--- src/rtl/seven_seg_scan_driver.sv ---
// Time-multiplexed hex display driver: scans NUM_DIGITS digits, each held for REFRESH_DIV cycles,
// with frame-synchronous value loading, leading-zero blanking and selectable output polarity.
module seven_seg_scan_driver #(
  parameter int NUM_DIGITS       = 4,
  parameter int DATA_WIDTH       = 4 * NUM_DIGITS,
  parameter int REFRESH_DIV      = 1024,
  parameter bit SEG_ACTIVE_LOW   = 1'b0,
  parameter bit DIGIT_ACTIVE_LOW = 1'b0
) (
  input  logic                  clk,
  input  logic                  rst_n,
  input  logic                  enable_i,
  input  logic [DATA_WIDTH-1:0] value_i,
  input  logic                  load_i,
  input  logic                  blank_lz_i,
  input  logic [NUM_DIGITS-1:0] dp_mask_i,
  output logic [6:0]            seg_o,
  output logic                  dp_o,
  output logic [NUM_DIGITS-1:0] digit_sel_o,
  output logic                  frame_done_o
);

  localparam int CW = (REFRESH_DIV > 1) ? $clog2(REFRESH_DIV) : 1;
  localparam int IW = (NUM_DIGITS > 1) ? $clog2(NUM_DIGITS) : 1;
  localparam logic [CW-1:0] CNT_LAST = CW'(REFRESH_DIV - 1);
  localparam logic [IW-1:0] IDX_LAST = IW'(NUM_DIGITS - 1);

  logic [CW-1:0]         cnt_q, cnt_d;
  logic [IW-1:0]         idx_q, idx_d;
  logic [DATA_WIDTH-1:0] staging_q, staging_d;
  logic [DATA_WIDTH-1:0] display_q, display_d;
  logic                  pending_q, pending_d;
  logic                  bnd_q, bnd_d;
  logic [6:0]            seg_q, seg_d;
  logic                  dp_q, dp_d;
  logic [NUM_DIGITS-1:0] sel_q, sel_d;
  logic                  fd_q, fd_d;

  logic                  cnt_wrap;
  logic                  boundary;
  logic [3:0]            nib;
  logic                  dp_cur;
  logic                  lz_cur;
  logic [NUM_DIGITS-1:0] sel_cur;

  function automatic logic [6:0] hex7(input logic [3:0] n);
    case (n)
      4'h0: hex7 = 7'h3F;
      4'h1: hex7 = 7'h06;
      4'h2: hex7 = 7'h5B;
      4'h3: hex7 = 7'h4F;
      4'h4: hex7 = 7'h66;
      4'h5: hex7 = 7'h6D;
      4'h6: hex7 = 7'h7D;
      4'h7: hex7 = 7'h07;
      4'h8: hex7 = 7'h7F;
      4'h9: hex7 = 7'h6F;
      4'hA: hex7 = 7'h77;
      4'hB: hex7 = 7'h7C;
      4'hC: hex7 = 7'h39;
      4'hD: hex7 = 7'h5E;
      4'hE: hex7 = 7'h79;
      default: hex7 = 7'h71;
    endcase
  endfunction

  always_comb begin
    cnt_d     = cnt_q;
    idx_d     = idx_q;
    staging_d = staging_q;
    display_d = display_q;
    pending_d = pending_q;
    bnd_d     = bnd_q;
    nib       = '0;
    dp_cur    = 1'b0;
    lz_cur    = 1'b0;
    sel_cur   = '0;
    cnt_wrap  = enable_i && (cnt_q == CNT_LAST);
    boundary  = cnt_wrap && (idx_q == IDX_LAST);

    for (int k = 0; k < NUM_DIGITS; k++) begin
      if (idx_q == IW'(k)) begin
        nib        = display_q[4*k +: 4];
        dp_cur     = dp_mask_i[k];
        sel_cur[k] = 1'b1;
        lz_cur     = (k > 0) && ((display_q >> (4*k)) == '0);
      end
    end

    // bnd_q remembers a crossed frame boundary until digit 0 is actually latched out
    if (enable_i) begin
      cnt_d = cnt_wrap ? '0 : cnt_q + CW'(1);
      bnd_d = 1'b0;
    end
    if (cnt_wrap) idx_d = (idx_q == IDX_LAST) ? '0 : idx_q + IW'(1);
    if (boundary) bnd_d = 1'b1;

    if (load_i) begin
      staging_d = value_i;
      if (boundary) begin
        display_d = value_i;
        pending_d = 1'b0;
      end else begin
        pending_d = 1'b1;
      end
    end else if (boundary && pending_q) begin
      display_d = staging_q;
      pending_d = 1'b0;
    end

    seg_d = '0;
    dp_d  = 1'b0;
    sel_d = '0;
    fd_d  = enable_i && bnd_q;
    if (enable_i) begin
      seg_d = (blank_lz_i && lz_cur) ? 7'h00 : hex7(nib);
      dp_d  = dp_cur;
      sel_d = sel_cur;
    end
  end

  always_ff @(posedge clk or negedge rst_n) begin
    if (!rst_n) begin
      cnt_q     <= '0;
      idx_q     <= '0;
      staging_q <= '0;
      display_q <= '0;
      pending_q <= 1'b0;
      bnd_q     <= 1'b0;
      seg_q     <= '0;
      dp_q      <= 1'b0;
      sel_q     <= '0;
      fd_q      <= 1'b0;
    end else begin
      cnt_q     <= cnt_d;
      idx_q     <= idx_d;
      staging_q <= staging_d;
      display_q <= display_d;
      pending_q <= pending_d;
      bnd_q     <= bnd_d;
      seg_q     <= seg_d;
      dp_q      <= dp_d;
      sel_q     <= sel_d;
      fd_q      <= fd_d;
    end
  end

  assign seg_o        = seg_q ^ {7{SEG_ACTIVE_LOW}};
  assign dp_o         = dp_q ^ SEG_ACTIVE_LOW;
  assign digit_sel_o  = sel_q ^ {NUM_DIGITS{DIGIT_ACTIVE_LOW}};
  assign frame_done_o = fd_q;

endmodule

--- config.mk ---
export PLATFORM = sky130hd
export DESIGN_NAME = seven_seg_scan_driver
export DESIGN_NICKNAME = d
export VERILOG_FILES = /design/src/rtl/seven_seg_scan_driver.sv
export SDC_FILE = /design/constraint.sdc
export NUM_CORES = 1
export LEC_CHECK = 0
export CELL_PAD_IN_SITES_DETAIL_PLACEMENT = 0
export CELL_PAD_IN_SITES_GLOBAL_PLACEMENT = 1
export CORE_MARGIN = 4
export CORE_UTILIZATION = 43
export DETAILED_ROUTE_END_ITERATION = 8
export GPL_TIMING_DRIVEN = 0
export MAX_ROUTING_LAYER = met4
export PLACE_DENSITY_LB_ADDON = 0.1
export SKIP_LAST_GASP = 1
export SYNTH_ARGS = -nofsm -noshare
export SYNTH_HDL_FRONTEND = slang
export SYNTH_SLANG_ARGS = --single-unit
--- constraint.sdc ---
create_clock -name clk -period 2.8 [get_ports clk]
set_input_delay 0.56 -clock clk [delete_from_list [all_inputs] [get_ports clk]]
set_output_delay 0.56 -clock clk [all_outputs]
set_load 0.02 [all_outputs]
==> results.md <==
* Status: finished clean
* Fillers at 547
* Final hold vios at 0
* Most common cell after layout, fill and taps aside: dfrtp_1
* ANT nets after route at 0
* WHS at 244 ps
* Layout Area Growth over Synthesis at 25.8%
* Critical path data required time at 3060 ps
* Sum Neg Setup Slack at 0 ps
* Post-synthesis sequential area ratio at 54.3%
* Worst hold-check path type: in -> async
* Total core area at 0.00603 mm^2
* Max VDD drop at 370 uV
* Crit path cell chain: inv_1 > ha_1 > and2b_1 > a22oi_1 > a221oi_2 > inv_1 > ha_1 > mux2i_1 > o22ai_1 > nor2_1
* Cell count after synthesis at 223
* Rows at 28
* Crit path kind: reg -> reg
* Syn nets at 259
* Area of the multi-input gates at 0.00116 mm^2
* Crit-path leading delay family: compound AO/OA/AOI/OAI gates
* Max-cap violations at 0
* Port Buffers at 36
* Vias per cell at 5.09
* Non-filler cells, final at 351
* Placed Cells at 335
* Synth top area share at 54.3%
* Synth cell types at 42
* Critical Path Fanout Max at 6
* First-pass GRT wire length at 8910 um
* Worst path arrival time at 2740 ps
* Drt total wl at 5220 um
* Initial DRC count at 48
* Die Y at 87.5 um
* R2R cell count at 10
* Die width at 87.5 um
* Slowest stage delay, CP at 480 ps
* Boundary Pins at 38
* Syn Std Cell Area at 0.00272 mm^2
* DP HPWL at 3770 um
* Total CTS buffers at 9
* Clock Sinks at 59
* Final Setup Violations at 0
* Design Power at 2060 uW
* Share of cells above drive strength 1 at 20.7%
* Ys async rst share at 100%
* Gr usage total at 16.0%
* Critical path endpoint category: flip-flop
* FF/Latch Area at 0.00148 mm^2
* Clk_lat worst skew at 330 ps
* N_diodes at 0
* Instance count on the critical path at 10
* Place WS at -23.7 ps
* Clock slew at reported path FFs at 70 ps
* M3 GR Usage at 3.48%
* Via count at 1,788
* Initial antenna violation count at 0
* Synthesized area per cell at 12.2 um^2
* Busiest layer in global routing: met2
* Fin Clk Skew at 7.01 ps
* GR Util met1 at 21.4%
* Leakage at 0.00152 uW
* Wire per inst at 14.9 um
* Number of synthesized flops with an enable pin at 0
* Initial DRT Pass Iterations at 4
* RSZ-0062 raised after global routing: no
* CTS tree: done
* Predominant post-synthesis flop cell: dfrtp_1
* Worst Tran Pin Value at 732 ps
* Initial Util at 45.1%
* DR DRC count at 0
* M2 GR Usage at 22.3%
* Worst-case clock buffer depth at 2
* Max Slew Vio Count at 0
* Period utilization at 88.8%
* Largest net degree at the start of global routing at 33
* Final setup margin at 315 ps
* GR Overflow Total at 0
* CTS HTree Levels at 3
* Nets@finish at 307
* Type of origin of the critical path: flip-flop
* Pwr/cell area at 601 mW/mm^2
* Die Footprint at 0.00766 mm^2
* Flops & latches, synth at 59
* Slew margin rel. at 50.9%
* Yosys top cell by area: dfrtp_1
* Leading post-synthesis cells by cell area: dfrtp_1 (54%), mux2_2 (11%), ha_1 (5.1%)
* Most frequent cells in the layout: dfrtp_1 (59), clkdlybuf4s50_1 (35), mux2_2 (26)
* Min Clock Period, post-route at 2490 ps
* Slowest CP cell: a221oi_2
* Count of warnings emitted by yosys at 0
* Max Clk Rate at 402 MHz
* Buf/Inv on CP at 2
* Vias in the first global route at 1,838
* Clock Root Buffer: clkbuf_8
* RD Place Congestion at 0.759
-- sequential cells by signal (all words and copies together), names as in the netlist --
signal	flops
bnd_q	1
seg_o	7
digit_sel_o	4
frame_done_o	1
staging_q	16
display_q	16
idx_q	2
dp_o	1
cnt_q	10
pending_q	1
-- stage by stage --
stage | instance area (um^2) | util [%]
6_report | 3420 | 56.8
5_1_grt | 3420 | 56.8
4_1_cts | 3420 | 56.7
3_5_place_dp | 3190 | 52.9
3_3_place_gp | 3170 | 52.7
2_1_floorplan | 2720 | -
-- logic make-up (layout without fill, tap and decap cells) --
family          count (synthesis)  in the layout  synth area share, %
buf+inv                        19             72                 3.36
mux                            33             33                 13.6
compound gates                 35             35                 10.2
xor+xnor                        7              7                 2.25
fa+ha+maj                      11             11                 5.06
simple gates                   59             59                 11.3
flops                          59             59                 54.3
-- area by class of cell --
class | count | share of cell area [%]
multi-input combinational | 145 | 33.9
inverter | 10 | 1.10
clock buffer | 11 | 4.42
clock inverter | 5 | 2.19
tap | 75 | 2.74
timing repair buffer | 37 | 11.0
sequential | 59 | 43.1
buffer | 9 | 1.57
-- cell usage after synthesis (all sizes together), types with 2 or more instances --
cell,instances
o21ai,9
a211oi,2
a221oi,6
clkbuf,2
nor2,13
ha,11
a311o,2
inv,10
nor2b,4
nor4,2
dfrtp,59
nand3,6
a21oi,4
nand3b,3
and2,5
o22ai,2
nor3b,4
buf,7
nor3,2
mux2,32
nand4,2
xnor2,4
o21a,2
xor2,3
a311oi,2
nand2,16
-- final timing paths --
path | slack [ps] | start | endpoint
worst max-delay path | 310 | idx_q[0] | seg_o[4]
worst min-delay path | 240 | rst_n | cnt_q[4]
worst max register to register | 310 | idx_q[0] | seg_o[4]
worst min register to register | 480 | cnt_q[8] | cnt_q[8]
max in group asynchronous | 1960 | rst_n | display_q[10]
min in group clk | 480 | cnt_q[8] | cnt_q[8]
-- routing by layer --
layer | routed length, um | vias to the layer above
li1 | - | 884
met1 | 2590 | 856
met2 | 2260 | 36
met3 | 250 | 12
met4 | 114 | 0
met5 | 0 | -
-- power by group --
part	switching [uW]	total (uW)	leakage [uW]	internal, uW
registers	60.7	988	0.000736	928
logic	89.5	203	0.000666	113
clock network	321	865	0.000119	545
total	471	2060	0.00152	1590
-- timing repair --
item / 4_1_cts / 5_1_grt
setup endpoints to repair: 0 / 6
setup buffers: 0 / 0
hold buffers: 0 / 0
hold endpoints to repair: 0 / 0
resized for setup: 0 / 1
No activity file was read; power rests on OpenSTA's default activity.
